$ cat config.mk
export PLATFORM = sky130hd
export DESIGN_NAME = div_unit
export DESIGN_NICKNAME = d
export VERILOG_FILES = /design/src/rtl/div_pkg.sv /design/src/rtl/div_step.sv /design/src/rtl/div_unit.sv
export SDC_FILE = /design/constraint.sdc
export NUM_CORES = 1
export LEC_CHECK = 0
export BUFFER_PORTS_ARGS = -buffer_cell sky130_fd_sc_hd__clkbuf_2
export CAP_MARGIN = 20
export CORE_MARGIN = 2
export CORE_UTILIZATION = 51
export DETAILED_ROUTE_END_ITERATION = 12
export PLACE_DENSITY_LB_ADDON = 0.05
export SYNTH_ARGS = -nofsm -noshare
export SYNTH_HDL_FRONTEND = slang
export SYNTH_SLANG_ARGS = --single-unit
$ cat constraint.sdc
create_clock -name clock -period 3.3 [get_ports clock]
set_clock_uncertainty 0.1 [all_clocks]
set_input_delay 0.825 -clock clock [delete_from_list [all_inputs] [get_ports clock]]
set_output_delay 0.825 -clock clock [all_outputs]
set_load 0.03 [all_outputs]
$ cat src/rtl/div_pkg.sv
// Shared definitions for the RV32M divide unit: funct3 encodings, FSM state
// type, default operand width and small funct3 decode helpers.
package div_pkg;

    localparam int DIV_XLEN = 32;

    localparam logic [2:0] F3_DIV  = 3'b100;
    localparam logic [2:0] F3_DIVU = 3'b101;
    localparam logic [2:0] F3_REM  = 3'b110;
    localparam logic [2:0] F3_REMU = 3'b111;

    typedef enum logic [1:0] {
        IDLE = 2'd0,
        CALC = 2'd1,
        FIX  = 2'd2,
        DONE = 2'd3
    } div_state_t;

    // Only DIV and REM interpret operands as two's complement; any code that
    // is not one of the four M-extension divides behaves as DIVU.
    function automatic logic f3_is_signed(input logic [2:0] f3);
        return (f3 == F3_DIV) || (f3 == F3_REM);
    endfunction

    function automatic logic f3_is_rem(input logic [2:0] f3);
        return (f3 == F3_REM) || (f3 == F3_REMU);
    endfunction

endpackage

$ cat src/rtl/div_step.sv
// One combinational restoring-division iteration: shift {rem, dvd} left by
// one, trial-subtract the divisor from the widened partial remainder, keep
// the difference when it is non-negative and shift the quotient bit into dvd.
module div_step #(
    parameter int XLEN = 32
) (
    input  logic [XLEN-1:0] rem,
    input  logic [XLEN-1:0] dvd,
    input  logic [XLEN-1:0] divisor,
    output logic [XLEN-1:0] rem_next,
    output logic [XLEN-1:0] dvd_next
);

    logic [XLEN:0] shifted;
    logic [XLEN:0] trial;
    logic          q_bit;

    // The partial remainder is always below the divisor, so after the shift
    // it is below 2*divisor and the XLEN+1 bit difference cannot overflow;
    // its top bit is therefore a clean borrow flag.
    assign shifted = {rem, dvd[XLEN-1]};
    assign trial   = shifted - {1'b0, divisor};
    assign q_bit   = ~trial[XLEN];

    // Restore mux, bit by bit: keep the trial difference only when it fit.
    genvar gi;
    generate
        for (gi = 0; gi < XLEN; gi++) begin : g_restore
            assign rem_next[gi] = q_bit ? trial[gi] : shifted[gi];
        end
    endgenerate

    assign dvd_next = {dvd[XLEN-2:0], q_bit};

endmodule

$ cat src/rtl/div_unit.sv
// Iterative radix-2 restoring divider for RV32M DIV/DIVU/REM/REMU.
// Operands are converted to magnitudes on entry, one quotient bit is produced
// per cycle, and signs are restored in a single fix-up cycle. Divide-by-zero
// and signed overflow are resolved on entry without iterating.
// Optional build macro: DIV_EARLY_OUT_EN -- when defined, operations with
// |a| < |b| skip the iteration loop (quotient 0, remainder |a|).
module div_unit
    import div_pkg::*;
#(
    parameter int XLEN = DIV_XLEN
) (
    input  logic            clock,
    input  logic            reset_n,
    input  logic            start,
    input  logic            kill,
    input  logic [2:0]      funct3,
    input  logic [XLEN-1:0] op_a,
    input  logic [XLEN-1:0] op_b,
    input  logic [4:0]      rd_in,
    output logic            busy,
    output logic            done,
    output logic            write,
    output logic [4:0]      rd_out,
    output logic [XLEN-1:0] result
);

    localparam int ITER_W = $clog2(XLEN) + 1;
    localparam logic [XLEN-1:0] MIN_INT = {1'b1, {(XLEN-1){1'b0}}};

    div_state_t state_reg, state_next;

    logic [XLEN-1:0]   rem_reg;
    logic [XLEN-1:0]   dvd_reg;
    logic [XLEN-1:0]   divisor_reg;
    logic [ITER_W-1:0] cnt_reg;
    logic [2:0]        funct3_reg;
    logic [4:0]        rd_cap_reg;
    logic              neg_q_reg;
    logic              neg_r_reg;
    logic [4:0]        rd_out_reg;
    logic [XLEN-1:0]   result_reg;

    // Entry decode of the raw register-file operands.
    logic            in_signed;
    logic            in_rem;
    logic            a_neg;
    logic            b_neg;
    logic [XLEN-1:0] a_mag;
    logic [XLEN-1:0] b_mag;
    logic            div_by_zero;
    logic            overflow;
    logic            special;
    logic [XLEN-1:0] special_res;
    logic            early_out;
    logic            accept;

    assign in_signed   = f3_is_signed(funct3);
    assign in_rem      = f3_is_rem(funct3);
    assign a_neg       = in_signed & op_a[XLEN-1];
    assign b_neg       = in_signed & op_b[XLEN-1];
    assign a_mag       = a_neg ? ({XLEN{1'b0}} - op_a) : op_a;
    assign b_mag       = b_neg ? ({XLEN{1'b0}} - op_b) : op_b;
    assign div_by_zero = (op_b == {XLEN{1'b0}});
    assign overflow    = in_signed && (op_a == MIN_INT) && (op_b == {XLEN{1'b1}});
    assign special     = div_by_zero || overflow;
    // Divide by zero: q = all ones, r = dividend. Overflow: q = MIN_INT, r = 0.
    assign special_res = in_rem ? (div_by_zero ? op_a : {XLEN{1'b0}})
                                : (div_by_zero ? {XLEN{1'b1}} : MIN_INT);
    assign accept      = (state_reg == IDLE) && start && !kill;

`ifdef DIV_EARLY_OUT_EN
    assign early_out = (a_mag < b_mag);
`else
    assign early_out = 1'b0;
`endif

    // Iteration datapath.
    logic [XLEN-1:0] step_rem;
    logic [XLEN-1:0] step_dvd;

    div_step #(
        .XLEN(XLEN)
    ) u_step (
        .rem     (rem_reg),
        .dvd     (dvd_reg),
        .divisor (divisor_reg),
        .rem_next(step_rem),
        .dvd_next(step_dvd)
    );

    // Sign fix-up of the unsigned quotient (dvd_reg) and remainder (rem_reg).
    logic [XLEN-1:0] q_fix;
    logic [XLEN-1:0] r_fix;

    assign q_fix = neg_q_reg ? ({XLEN{1'b0}} - dvd_reg) : dvd_reg;
    assign r_fix = neg_r_reg ? ({XLEN{1'b0}} - rem_reg) : rem_reg;

    // State register.
    always_ff @(posedge clock or negedge reset_n) begin
        if (!reset_n) begin
            state_reg <= IDLE;
        end else begin
            state_reg <= state_next;
        end
    end

    // Next-state and status outputs; kill overrides every transition.
    always_comb begin
        state_next = state_reg;
        busy       = (state_reg != IDLE);
        done       = (state_reg == DONE);
        case (state_reg)
            IDLE: begin
                if (accept) begin
                    if (special) begin
                        state_next = DONE;
                    end else if (early_out) begin
                        state_next = FIX;
                    end else begin
                        state_next = CALC;
                    end
                end
            end
            CALC: begin
                if (cnt_reg == ITER_W'(1)) begin
                    state_next = FIX;
                end
            end
            FIX:     state_next = DONE;
            DONE:    state_next = IDLE;
            default: state_next = IDLE;
        endcase
        if (kill) begin
            state_next = IDLE;
        end
    end

    // Operand capture, iteration and result commit.
    always_ff @(posedge clock or negedge reset_n) begin
        if (!reset_n) begin
            rem_reg     <= '0;
            dvd_reg     <= '0;
            divisor_reg <= '0;
            cnt_reg     <= '0;
            funct3_reg  <= '0;
            rd_cap_reg  <= '0;
            neg_q_reg   <= 1'b0;
            neg_r_reg   <= 1'b0;
            rd_out_reg  <= '0;
            result_reg  <= '0;
        end else begin
            case (state_reg)
                IDLE: begin
                    if (accept) begin
                        funct3_reg  <= funct3;
                        rd_cap_reg  <= rd_in;
                        rem_reg     <= '0;
                        dvd_reg     <= a_mag;
                        divisor_reg <= b_mag;
                        cnt_reg     <= ITER_W'(XLEN);
                        neg_q_reg   <= a_neg ^ b_neg;
                        neg_r_reg   <= a_neg;
                        if (special) begin
                            result_reg <= special_res;
                            rd_out_reg <= rd_in;
                        end else if (early_out) begin
                            // Quotient 0, remainder |a|; FIX restores signs.
                            rem_reg <= a_mag;
                            dvd_reg <= '0;
                        end
                    end
                end
                CALC: begin
                    if (!kill) begin
                        rem_reg <= step_rem;
                        dvd_reg <= step_dvd;
                        cnt_reg <= cnt_reg - ITER_W'(1);
                    end
                end
                FIX: begin
                    if (!kill) begin
                        result_reg <= f3_is_rem(funct3_reg) ? r_fix : q_fix;
                        rd_out_reg <= rd_cap_reg;
                    end
                end
                default: ;
            endcase
        end
    end

    assign rd_out = rd_out_reg;
    assign result = result_reg;
    assign write  = done && (rd_out_reg != 5'd0);

endmodule

==> impl_results.md <==
- Int Power: 6552 uW
- Global-route total usage across every layer: roughly 32%
- Clock slew seen by the registers of the worst setup and hold paths: 0.07 ns
- Boundary pin count: between 100 and 150
- WP data required: 3.53 ns
- Total number of H-tree levels: 4
- Number of flops mapped to enable cells by yosys: 0
- Multiplexer area fraction after synthesis: under 10%
- Via count of the first global-routing pass: around 11,000
- PnR Total Power: about 13,000 uW
- Min Clock Period, post-route: 3.202 ns
- Root Driver: clkbuf_16
- Worst setup path class: flop to flop
- Number of nets with antenna violations after detailed routing: 0
- Final Max Tran Viols: 0
- Tcrit/Tclk final: a little over nine tenths
- Top fanout value on the critical path: 9
- Detailed router's first-iteration violation count: ~1,100
- Register share of total power: between 20% and 30%
- Reg-to-reg slack, setup: just under 0.1 ns
- Height of the die: about 160 um
- Number of hold buffers added after cts: 0
- Simple-gate share of the synthesized area: a little over a fifth
- Routability Congestion: just over 1
- Total net switching power: between 6000 and 7000 uW
- Number of sinks handled by clock tree synthesis: 150
- Least-Margin Pin Slew: 0.9966 ns
- Fraction of the mapped netlist area in compound gates: ~24%
- Count of warnings emitted by yosys: 0
- Fraction of layout cells with a size suffix above 1: 19.75%
- Post-synthesis instance total: about 1,500
- Post-Route Hold Slack: between 0.2 and 0.3 ns
- Avg Inst Size Synth: between 7 and 8 um^2
- Pwr Density: between 900 and 1000 nW/um^2
- First-pass GRT wire length: approximately 61 mm
- Remaining design rule violation count: 0
- Total setup violations reported at the end of the flow: 0
- RSZ-0062 raised after global routing: no
- Max Cap Viol: 0
- Hold Path Class: input port to async pin
- Final layout net count: roughly 1,800
- Worst-skew pair later-pin latency: between 0.4 and 0.5 ns
- Combinational power share: 60.4%
- Area of the die: about 24,000 um^2
- Port buffer count: ~120
- Post-synthesis cell type count: between 70 and 80
- LEAKAGE: between 0.006 and 0.007 uW
- Post-Place Cells: approximately 1,900
- Number of failing hold endpoints at the final stage: 0
- CTS tree: built
- Number of vias in the routed layout: about 12,000
- Antenna violations before repair: 0
- Remaining max-slew budget at the tightest pin: ~33%
- Number of synthesized register bits: 150
- Share of synthesized cell area in full adder, half adder and majority cells: about 4.8%
- Grt total ovfl: 0
- Startpoint of the lowest-slack register-to-register path: dvd_reg[31]
- CP max stage delay: roughly 0.4 ns
- Top library cells by usage in the layout, fill and taps aside: 220 x nand2_1, 150 x dfrtp_1, 141 x buf_4, 114 x clkbuf_2, 112 x nor2_1
- Capture instance of the worst register-to-register path: rem_reg[17]
- Post-Syn Area: about 12,000 um^2
- Async set-reset flop share out of synthesis: between 90% and 100%
- Buffers from clock root to sink, at most: 2
- Number of antenna cells inserted: 0
- Pin count of the biggest net entering global routing: 77
- Sort of element at the end of the critical path: flop
- Maximum frequency from static timing analysis: about 310 MHz
- Number of standard-cell rows in the floorplan: 55
- Share of the synthesized netlist area taken by xor and xnor gates: 10.67%
- Slowest cell on crit path: fa_1
- Switching Share: slightly below 50%
- Startpoint types: flop
- Endpoint arrival time on the critical path: between 3 and 4 ns
- Maximum resistive drop on vdd: about 440 uV
- List of cells traversed by the critical path: inv_1 -> ha_1 -> fa_1 -> nand2b_1 -> a21o_1 -> a31oi_2 -> a21o_1 -> a41o_4 -> or3_1 -> buf_4 -> nand3_1 -> o221ai_1
- Cell count of the worst reg-to-reg path: 12
- Final WL: between 30 and 40 mm
- Clock Power Share: between 10% and 20%
- Outcome: complete, no violations
- Initial Util: between 50% and 60%
- Post-route design area: about 14,000 um^2
- Placed wire-length estimate after detailed placement: 30.30 mm
- Placed cell area: 13,560 um^2
- Main combinational cell family by area after synthesis: compound AO/OA/AOI/OAI gates
- Floorplan Core Area: roughly 23,000 um^2
- Most common library cell in the layout ignoring fill and taps: nand2_1
- Die W: roughly 160 um
- Number of buffers inserted during clock tree synthesis: 17
- Post-synthesis sequential area ratio: 31.75%
- Worst path most repeated cell: a21o_1
- Layout overhead on the synthesized area: 19.63%
- Final std cells w/o fill: around 2,000
- Mean routed wirelength per cell: ~20 um
- Top FF cell, synth: dfrtp_1
- Per-cell via count in the routed design: around 6.1
- Syn_nets: 1,618
- DR pass1 iterations: 5
-- metrics by stage --
step           setup slack (ns)  setup TNS (ns)  utilization, %
6_report                0.09793               0           62.28
5_1_grt                0.007063               0           62.28
4_1_cts                 0.06436               0           62.20
3_5_place_dp            -0.3006          -10.72           59.70
3_3_place_gp            -0.2832          -9.890           59.70
2_1_floorplan          -0.06069         -0.4855               -
-- cell type report --
cell class / instances / area (um^2)
clock buffers: 18 / 439.2
clock inverters: 14 / 115.1
fillers: 2033 / 8566
inverters: 53 / 198.9
multi-input cells: 1194 / 7520
flip-flops and latches: 150 / 3754
well taps: 285 / 356.6
repair buffers: 262 / 1760
-- critical path, delay by kind of cell (launching register included) --
kind,cells,cell delay (ns)
and+or+nand+nor,3,0.58
AOI/OAI and AO/OA,5,1.14
adders and majority gates,2,0.63
buffers and inverters,2,0.28
DFF,1,0.37
-- kinds of logic after synthesis --
logic type / count (synthesis)
compound gates: 450
xor+xnor: 144
fa+ha+maj: 45
buf+inv: 153
flops: 150
mux: 20
simple gates: 535
-- what timing repair did --
action | CTS | global route
resized for setup | 2 | 4
endpoints found under the setup margin | 14 | 13
buffers inserted | 0 | 0
-- synth_stat cells (all sizes together), types with 5 or more instances --
library cell  instances  area (um^2)
and3                 14        87.58
o21bai                5        37.54
or4                  22        180.2
o311ai               16        140.1
or2                   5        31.28
mux2i                 8        80.08
dfrtp               150         3754
clkbuf               91        341.6
nor3                 25        125.1
a21o                 19        142.6
xor2                 76        665.6
nor2                113        424.2
mux2                 12        165.2
or3                  27        173.9
a31oi                16        100.1
o31ai                29        231.5
xnor2                68        595.6
buf                   9        68.81
a211oi                6        45.04
nand2               221        829.6
nand2b               12        82.58
and2                  6        37.54
o21ai               145        725.7
o22ai                 9        56.30
nand3                37        185.2
o21a                 12        90.09
nor4                 11        75.07
nor2b                 8        50.05
o41ai                17        171.4
a21oi                99        506.7
o211ai               50        375.4
nand4                24        150.1
ha                   44        550.5
o221ai                8        70.07
inv                  53        198.9
-- worst max path at each step --
stage                        endpoint   startpoint  slack [ns]
after CTS                  result[31]  rem_reg[10]        0.06
after detailed placement   result[28]     op_b[23]       -0.30
final                     rem_reg[17]  dvd_reg[31]         0.1
after floorplan            result[10]     op_b[23]       -0.06
after global routing      rem_reg[26]   rem_reg[2]       0.007
after global placement      result[6]     op_b[23]       -0.28
-- per-layer routing --
layer  vias up  wire, um  GRT usage, %
li1       5733         -             -
met3       108      2220         3.794
met5         -         0             0
met2       479     18710         53.79
met1      5667     16610         42.24
met4         0      1810         15.47
-- power by group through the flow --
stage / combinational, uW / sequential, uW / clock, uW
detailed placement: 7530 / 3190 / 0
floorplan: 4940 / 3220 / 0
global placement: 7450 / 3170 / 0
finish: 7730 / 3180 / 1880
global route: 8450 / 3270 / 1980
CTS: 7580 / 3160 / 1910
(Power assumes the default switching activity.)
